<file path="src/rtl/mem_handle_pkg.sv">
// mem_handle_pkg: shared widths, FSM states and per-channel handle state for mem_handle_arbiter
package mem_handle_pkg;
  localparam int ADDR_W = 23;
  localparam int DATA_W = 32;
  typedef enum logic [1:0] {IDLE, ISSUE, WAIT, DONE} state_t;
  typedef struct packed {
    logic [ADDR_W-1:0] rbegin;
    logic [ADDR_W-1:0] rend;
    logic [ADDR_W-1:0] ptr;
    logic              configured;
  } ch_cfg_t;
endpackage

</file>
<file path="src/rtl/mem_handle_arbiter_rr.sv">
// rr_arbiter: combinational round-robin pick of the lowest requesting index at or after base
module rr_arbiter #(
  parameter int NUM_CH = 4,
  localparam int CH_W = $clog2(NUM_CH)
) (
  input  logic [NUM_CH-1:0] req,
  input  logic [CH_W-1:0]   base,
  output logic [CH_W-1:0]   grant,
  output logic              valid
);
  logic [CH_W-1:0] idx;
  always_comb begin
    grant = '0;
    valid = 1'b0;
    idx = '0;
    for (int k = NUM_CH - 1; k >= 0; k--) begin
      idx = CH_W'((int'(base) + k) % NUM_CH);
      if (req[idx]) begin
        grant = idx;
        valid = 1'b1;
      end
    end
  end
endmodule

</file>
<file path="src/rtl/mem_handle_arbiter.sv">
// mem_handle_arbiter: NUM_CH region-bounded auto-increment handles sharing one memory port round-robin
module mem_handle_arbiter
  import mem_handle_pkg::*;
#(
  parameter int NUM_CH = 4,
  parameter int ADDR_SIZE = ADDR_W,
  parameter int DATA_SIZE = DATA_W,
  localparam int CH_W = $clog2(NUM_CH)
) (
  input  logic                          clk,
  input  logic                          rst_n,
  input  logic [NUM_CH-1:0]             cfg_load,
  input  logic [NUM_CH*ADDR_SIZE-1:0]   cfg_begin,
  input  logic [NUM_CH*ADDR_SIZE-1:0]   cfg_end,
  input  logic [NUM_CH-1:0]             auto_inc,
  input  logic [NUM_CH-1:0]             r_en,
  input  logic [NUM_CH-1:0]             w_en,
  input  logic [NUM_CH*DATA_SIZE-1:0]   data_store,
  output logic [NUM_CH-1:0]             avail,
  output logic [NUM_CH-1:0]             done,
  output logic [NUM_CH-1:0]             wrap,
  output logic [NUM_CH-1:0]             cfg_err,
  output logic [NUM_CH*DATA_SIZE-1:0]   data_load,
  output logic [NUM_CH*ADDR_SIZE-1:0]   ptr,
  output logic                          mem_req,
  output logic                          mem_we,
  output logic [ADDR_SIZE-1:0]          mem_addr,
  output logic [DATA_SIZE-1:0]          mem_wdata,
  input  logic                          mem_ack,
  input  logic [DATA_SIZE-1:0]          mem_rdata
);
  state_t                 state, state_nx;
  ch_cfg_t                cfg_q [NUM_CH];
  logic [CH_W-1:0]        ch, rr, gnt;
  logic                   gv, we_q, at_end;
  logic [ADDR_SIZE-1:0]   addr_q;
  logic [DATA_SIZE-1:0]   wdata_q;
  logic [NUM_CH-1:0]      cfg_vec, busy, gnt_oh, elig;

  // a load on a channel this cycle masks its request so the load wins
  assign elig = cfg_vec & (r_en | w_en) & ~cfg_load;
  assign avail = cfg_vec & ~busy & ~gnt_oh;
  assign mem_req = (state == ISSUE) | (state == WAIT);
  assign mem_we = we_q;
  assign mem_addr = addr_q;
  assign mem_wdata = wdata_q;
  assign at_end = cfg_q[ch].ptr == cfg_q[ch].rend;

  rr_arbiter #(.NUM_CH(NUM_CH)) u_arb (
    .req  (elig),
    .base (rr),
    .grant(gnt),
    .valid(gv)
  );

  always_comb begin
    cfg_vec = '0;
    ptr = '0;
    for (int i = 0; i < NUM_CH; i++) begin
      cfg_vec[i] = cfg_q[i].configured;
      ptr[i*ADDR_SIZE +: ADDR_SIZE] = cfg_q[i].ptr;
    end
  end

  always_comb begin
    busy = '0;
    gnt_oh = '0;
    busy[ch] = state != IDLE;
    gnt_oh[gnt] = (state == IDLE) & gv;
  end

  always_comb begin
    state_nx = state;
    unique case (state)
      IDLE:        state_nx = gv ? ISSUE : IDLE;
      ISSUE, WAIT: state_nx = mem_ack ? DONE : WAIT;
      default:     state_nx = IDLE;
    endcase
  end

  always_ff @(posedge clk or negedge rst_n) begin
    if (!rst_n) begin
      state <= IDLE;
      ch <= '0;
      rr <= '0;
      we_q <= 1'b0;
      addr_q <= '0;
      wdata_q <= '0;
      done <= '0;
      wrap <= '0;
      cfg_err <= '0;
      data_load <= '0;
      for (int i = 0; i < NUM_CH; i++) cfg_q[i] <= '0;
    end else begin
      state <= state_nx;
      done <= '0;
      wrap <= '0;
      cfg_err <= '0;
      if (state == IDLE && gv) begin
        ch <= gnt;
        we_q <= w_en[gnt];
        addr_q <= cfg_q[gnt].ptr;
        wdata_q <= data_store[int'(gnt)*DATA_SIZE +: DATA_SIZE];
      end
      // completion bookkeeping lands on the ack edge so it is visible during DONE
      if (mem_req && mem_ack) begin
        done <= NUM_CH'(1) << ch;
        rr <= (int'(ch) == NUM_CH - 1) ? '0 : ch + 1'b1;
        if (!we_q) data_load[int'(ch)*DATA_SIZE +: DATA_SIZE] <= mem_rdata;
        if (auto_inc[ch]) begin
          wrap <= at_end ? NUM_CH'(1) << ch : '0;
          cfg_q[ch].ptr <= at_end ? cfg_q[ch].rbegin : cfg_q[ch].ptr + 1'b1;
        end
      end
      for (int i = 0; i < NUM_CH; i++) begin
        if (cfg_load[i] && !busy[i]) begin
          if (cfg_end[i*ADDR_SIZE +: ADDR_SIZE] < cfg_begin[i*ADDR_SIZE +: ADDR_SIZE]) cfg_err[i] <= 1'b1;
          else cfg_q[i] <= '{rbegin: cfg_begin[i*ADDR_SIZE +: ADDR_SIZE], rend: cfg_end[i*ADDR_SIZE +: ADDR_SIZE],
                             ptr: cfg_begin[i*ADDR_SIZE +: ADDR_SIZE], configured: 1'b1};
        end
      end
    end
  end
endmodule
</file>
<file path="config.mk">
export PLATFORM = sky130hd
export DESIGN_NAME = mem_handle_arbiter
export DESIGN_NICKNAME = d
export VERILOG_FILES = /design/src/rtl/mem_handle_pkg.sv /design/src/rtl/mem_handle_arbiter_rr.sv /design/src/rtl/mem_handle_arbiter.sv
export SDC_FILE = /design/constraint.sdc
export NUM_CORES = 1
export LEC_CHECK = 0
export BUFFER_PORTS_ARGS = -buffer_cell sky130_fd_sc_hd__buf_2
export CAP_MARGIN = 30
export CORE_MARGIN = 2
export CORE_UTILIZATION = 30
export DETAILED_ROUTE_END_ITERATION = 10
export GPL_ROUTABILITY_DRIVEN = 0
export PLACE_DENSITY = 0.5
export SLEW_MARGIN = 0
export SYNTH_ARGS = -nofsm -noshare
export SYNTH_HDL_FRONTEND = slang
export SYNTH_SLANG_ARGS = --single-unit
</file>
<file path="constraint.sdc">
create_clock -name clk -period 4.6 [get_ports clk]
set_input_delay 0.23 -clock clk [delete_from_list [all_inputs] [get_ports clk]]
set_output_delay 0.23 -clock clk [all_outputs]
set_load 0.02 [all_outputs]
</file>
# [Word-level counts from Yosys, hierarchy flattened]
# Cells that the tools add are included.
[op_classes] addsub=6 shift=4 n_mul=0 n_mux=61 n_eq_ne=4 n_reduce_logical=17 n_bitwise=15 div=0 magnitude_cmp=15
[ops] operator="$mux 70" count=10
[ops] operator="$mux 280" count=2
[ops] operator="$bmux 70 s2" count=2
[ops] operator="$bwmux 280" count=1
[ops] operator="$demux 70 s2" count=1
[ops] operator="$bwmux 128" count=1
[ops] operator="$shift 32x33->128 const A" count=1
[ops] operator="$shiftx 128x8->32" count=1
[ops] operator="$shiftx 32x33->128" count=1
[ops] operator="$lt 23x23->1" count=4
[ops] operator="$mux 24" count=3
[ops] operator="$neg 7->33" count=1
[ops] operator="$and 4x4->4" count=6
[ops] operator="$add 23x1->23 const B" count=1
[ops] operator="$eq 23x23->1" count=1
[ops] operator="$mux 23" count=1
[ops] operator="$mux 1" count=22
[ops] operator="$lt 2x3->1 const B" count=6
[ops] operator="$mux 4" count=4
[ops] operator="$bmux 1 s2" count=6
[ops] operator="$not 4->4" count=3
[ops] operator="$mux 2" count=5
[ops] operator="$logic_and 1x1->1" count=9
[ops] operator="$ge 3x3->1 const B" count=2
[ops] operator="19 further kinds" count=28
[totals] regBits=482 romBits=0 n_memories=0 mem_bits_rw=0 latchBits=0 input_bits=363 out_inout_bits=293

# [Depth between registers and ports, before layout]
[depth] word_depth=16 ltp_mapped=15 mapped_depth_nobuf=9

# [Cells and area by module]
# From an unflattened synthesis, not the netlist that was laid out.
[hier_totals] cells_unflattened=2415 area_unflattened_um2=25932.4
[by_module_without_submodules] module="mem_handle_arbiter" seq_area_each_um2=12061.6 n_inst=1 cells_per_inst=2402 area_each_um2=25854.8
[by_module_without_submodules] module="rr_arbiter" seq_area_each_um2=0.0 n_inst=1 cells_per_inst=13 area_each_um2=77.6

# [Worst setup path before layout]
# OpenSTA, ideal clock, no wires.
[synth_path] path_type="flip-flop to flip-flop" from="reg ch[0]" to="reg cfg_q[234] (netlist bit)" period_less_slack_ps=3451 path_stages_with_launch=15 setup_time_ps=125 slack_ps=1149 t_arrival_ps=3326 n_path_buf=8 path_cell_list="dfrtp_1 > buf_6 > buf_8 > buf_12 > buf_6 > buf_1 > buf_2 > inv_1 > ha_1 > nand2b_1 > nand2_1 > nor2b_1 > clkbuf_1 > clkbuf_1 > mux2_2"
[synth_between] elab_chain_cells=8 word_cells_on_any_way=17
[synth_lines] item="start: declaration" line="mem_handle_arbiter.sv:34" rtl="logic [CH_W-1:0] ch, rr, gnt;"
[synth_lines] item="start signal: assignment" line="mem_handle_arbiter.sv:100" rtl="ch <= gnt;"
[synth_lines] item="$lt 2x3->1 (not written as such) / $ge 2x1->1 (equally long branches)" line="mem_handle_arbiter.sv:68" rtl="busy[ch] = state != IDLE;"
[synth_lines] item="$logic_and 1x1->1 (not written as such)" line="mem_handle_arbiter.sv:68"
[synth_lines] item="$mux 1 (not written as such)" line="mem_handle_arbiter.sv:68"
[synth_lines] item="$demux 1 s2" line="mem_handle_arbiter.sv:68"
[synth_lines] item="$and 4x4->4 (no line)"
[synth_lines] item="$logic_not 1->1" line="mem_handle_arbiter.sv:116" rtl="if (cfg_load[i] && !busy[i]) begin"
[synth_lines] item="$logic_and 1x1->1" line="mem_handle_arbiter.sv:116"
[synth_lines] item="$mux 70 *" line="mem_handle_arbiter.sv:116"
[synth_lines] item="end signal: indexed assignment" line="mem_handle_arbiter.sv:118" rtl="else cfg_q[i] <= '{rbegin: cfg_begin[i*ADDR_SIZE +: ADDR_SIZE], rend: cfg_end[i*ADDR_SIZE +: ADDR_SIZE],"
[synth_lines] item="end: declaration" line="mem_handle_arbiter.sv:33" rtl="ch_cfg_t cfg_q [NUM_CH];"
# Every way passes the cells marked *; elsewhere a longest branch is shown, timed or not. The select of a mux whose other input is x is not followed.
# A chain may end at the register's enable or synchronous reset.

# [Final worst setup path]
[layout_path] from="reg ch[0]" to="reg ptr[66] (netlist name)"
[layout_between] elab_chain_cells=11 word_cells_on_any_way=27
[layout_lines] item="$not 2->3" line="mem_handle_arbiter.sv:47, mem_handle_arbiter.sv:112"
[layout_lines] item="$bmux 70 s2" line="mem_handle_arbiter.sv:47, mem_handle_arbiter.sv:112"
[layout_lines] item="$mux 70 (not written as such) (2 in series)" line="mem_handle_arbiter.sv:47, mem_handle_arbiter.sv:112"
[layout_lines] item="$add 23x1->23 / $eq 23x23->1 (equally long branches)" line="mem_handle_arbiter.sv:112, mem_handle_arbiter.sv:47"
[layout_lines] item="$mux 23" line="mem_handle_arbiter.sv:112" rtl="cfg_q[ch].ptr <= at_end ? cfg_q[ch].rbegin : cfg_q[ch].ptr + 1'b1;"
[layout_lines] item="$bwmux 280" line="mem_handle_arbiter.sv:112"
[layout_lines] item="$mux 280" line="mem_handle_arbiter.sv:110" rtl="if (auto_inc[ch]) begin"
[layout_lines] item="$mux 280" line="mem_handle_arbiter.sv:106" rtl="if (mem_req && mem_ack) begin"
[layout_lines] item="$mux 70" line="mem_handle_arbiter.sv:117" rtl="if (cfg_end[i*ADDR_SIZE +: ADDR_SIZE] < cfg_begin[i*ADDR_SIZE +: ADDR_SIZE]) cfg_err[i] <= 1'b1;"
[layout_lines] item="$mux 70 *" line="mem_handle_arbiter.sv:116"
# Marks and branches as above.

==> summary.md <==
| Metric | Value |
|---|---|
| Initial DRT Pass Iterations | 4 |
| Iter 0 DRT Violations | 1305 |
| Sequential share of the synthesized area | 0.446 |
| Power density cells | 663 mW/mm² |
| Initial antenna violation count | 20 |
| IO Count | 656 |
| Vias/cell | 4.94 |
| Final Cycle Share | 0.854 |
| Synth-to-Final Area Change | 31.3% |
| Max Fclk | 0.255 GHz |
| Final Hold Fails | 0 |
| Non-Filler Instances | 4443 |
| Worst-path clk slew | 0.06 ns |
| Clock root buffer | clkbuf_16 |
| Synth Flop Type | dfrtp_1 |
| Cells after synthesis | 2456 |
| Post-CTS Resized | 0 |
| Distinct cells, synth | 50 |
| Crit path time final | 3.93 ns |
| Mapped cell area | 0.0271 mm² |
| Syn nets | 2916 |
| Most frequent cells in the layout | buf_2 (654), dfrtp_1 (480), nand2_1 (342), mux2_2 (255) |
| Ys async rst share | 1.00 |
| Synth warn | 0 |
| CTS Hold Bufs | 217 |
| P_leak | 16.6 nW |
| Worst skew pair latency | 0.65 ns |
| Maximum net fanout on the critical path | 32 |
| Final net count | 3670 |
| Relative slew margins | 0.378 |
| Leading cell type in the layout, fill and taps excluded | buf_2 |
| Gr ovfl total | 0 |
| Via count | 22.0k |
| Slew @ Worst Pin | 0.932 ns |
| RSZ-0062 raised after global routing | no |
| Flops & latches, synth | 482 |
| Clock buffer depth | 3 |
| Pin count of the biggest net entering global routing | 120 |
| Syn Area/Cell | 11.0 µm² |
| Die height | 304 µm |
| Die width | 304 µm |
| # clock sinks | 482 |
| Final wirelength | 112 mm |
| Gr usage total | 0.236 |
| Setup TNS | 0 ns |
| Maximum vdd ir drop | 0.376 mV |
| Register area | 0.0121 mm² |
| Row count | 110 |
| Sequential share of power | 0.317 |
| Dpl hpwl | 83.9 mm |
| Footprint of the multi-input gates | 0.0134 mm² |
| Routed Antenna Nets | 0 |
| Class of the worst hold path | in -> reg |
| Clock network fraction of design power | 0.213 |
| CTS tree | done |
| Wire per inst | 25.2 µm |
| Initial Utilization | 0.302 |
| First-pass GRT wire length | 162 mm |
| Outcome | finished, final reports clean |
| TritonCTS Buffers | 59 |
| Die footprint | 0.0926 mm² |
| Crit path launch type | flop |
| Vias in the first global route | 22.3k |
| Port-buffer cells | 655 |
| Post-synth EDFFs | 0 |
| # fillers | 8912 |
| CP Data Required Time | 5.11 ns |
| Critical path arrival | 4.43 ns |
| Max Cap Viol | 0 |
| H-Tree Depth | 2 |
| Final setup fails | 0 |
| Crit. End Element | flop |
| Share of layout cells above drive strength 1 | 0.374 |
| Combinational power share | 0.471 |
| Clock Skews | 0.0369 ns |
| Critical path class | reg -> reg |
| Sw frac | 0.418 |
| Post-CTS setup repair buffer count | 0 |
| Internal | 13.7 mW |
| Placed Instances | 4108 |
| DRC | 0 |
| Core ar. | 0.0897 mm² |
| P_sw | 9.85 mW |
| Max Slew Vio Count | 0 |
[path summary, 6_finish.rpt]
check                      slack (ns)  cells after the start                 startpoint                        end
max                              0.67                      9          ch[0]$_DFFE_PN0P_          ptr[66]$_DFF_PN0_
min                              0.04                      3                    mem_ack          rr[0]$_DFFE_PN0P_
max reg2reg                      0.67                      9          ch[0]$_DFFE_PN0P_          ptr[66]$_DFF_PN0_
min reg2reg                      0.47                      2  data_load[61]$_DFFE_PN0P_  data_load[61]$_DFFE_PN0P_
max in group asynchronous        3.18                      3                      rst_n  data_load[23]$_DFFE_PN0P_
min in group asynchronous        0.18                      2                      rst_n   mem_addr[14]$_DFFE_PN0P_
[cell families (layout without fill, tap and decap cells)]
group,after synthesis,after routing,share of synthesized area
simple gates,583,583,0.104
flops,482,482,0.446
other cells,0,10,0
fa+ha+maj,97,97,0.0448
compound gates,401,401,0.0884
buf+inv,342,1143,0.0637
xor+xnor,35,35,0.0113
mux,516,516,0.242
[flip-flops by register name, indices dropped and copies added (netlist names)]
| name | cells |
|---|---|
| ptr | 92 |
| mem_addr | 23 |
| done | 4 |
| ch | 2 |
| rr | 2 |
| mem_wdata | 32 |
| mem_we | 1 |
| state | 2 |
| wrap | 4 |
| data_load | 128 |
| cfg_q | 188 |
| cfg_err | 4 |
[synthesized netlist by cell type (29+ instances only)]
library cell,count,area (µm²)
a21oi_1,31,155
a31oi_1,52,325
mux4_2,70,1580
mux2_2,255,2870
clkbuf_1,112,420
buf_4,95,713
and2_1,91,569
mux2i_1,155,1550
a31o_1,42,368
xor2_1,29,254
dfrtp_1,482,12100
o21ai_0,217,1090
inv_1,101,379
mux2_4,36,541
ha_1,97,1210
nand2_1,345,1290
[metrics by stage]
| step | utilization | hold WS [ns] | total power, mW | instance area (µm²) | worst slack (ns) |
|---|---|---|---|---|---|
| 2_1_floorplan | - | -0.0656 | 14.8 | 27100 | 1.15 |
| 3_3_place_gp | 0.348 | 0.320 | 18.5 | 31200 | 0.681 |
| 6_report | 0.396 | 0.0405 | 23.6 | 35500 | 0.673 |
| 3_5_place_dp | 0.349 | 0.322 | 18.6 | 31300 | 0.601 |
| 5_1_grt | 0.396 | 0.0462 | 24.9 | 35500 | 0.423 |
| 4_1_cts | 0.396 | 0.000661 | 23.8 | 35500 | 0.596 |
[layer usage]
layer  track usage  wire, µm  up-vias
met2         0.405     54900      718
li1              -         -    10100
met4        0.0662      3140       12
met5             0        80        -
met1         0.303     47500    10900
met3        0.0446      6260      157
[final cells by class]
| type | count | share of cell area |
|---|---|---|
| sequential | 482 | 0.340 |
| inverter | 101 | 0.0107 |
| antenna | 10 | 0.000704 |
| tap | 1176 | 0.0414 |
| clock buffer | 83 | 0.0472 |
| timing repair buffer | 934 | 0.173 |
| clock inverter | 25 | 0.0111 |
| multi-input combinational | 1632 | 0.376 |
[power groups by stage]
stage | registers (mW) | logic, mW | clock network (mW)
6_report | 7.47 | 11.1 | 5.01
5_1_grt | 7.67 | 12.0 | 5.31
4_1_cts | 7.47 | 11.2 | 5.13
3_5_place_dp | 7.54 | 11.0 | 0
3_3_place_gp | 7.53 | 11.0 | 0
2_1_floorplan | 7.51 | 7.33 | 0
[worst max-delay path, cell delays in order (launching register included)]
cell and delay (ns):
dfrtp_4 0.71, buf_12 0.27, mux4_2 0.59, xor2_1 0.25, nor4_2 0.45, nand2_2 0.30
buf_12 0.27, or3_4 0.41, a31o_1 0.22, mux2_4 0.26
Note: power is estimated with default switching activity, not from simulation.
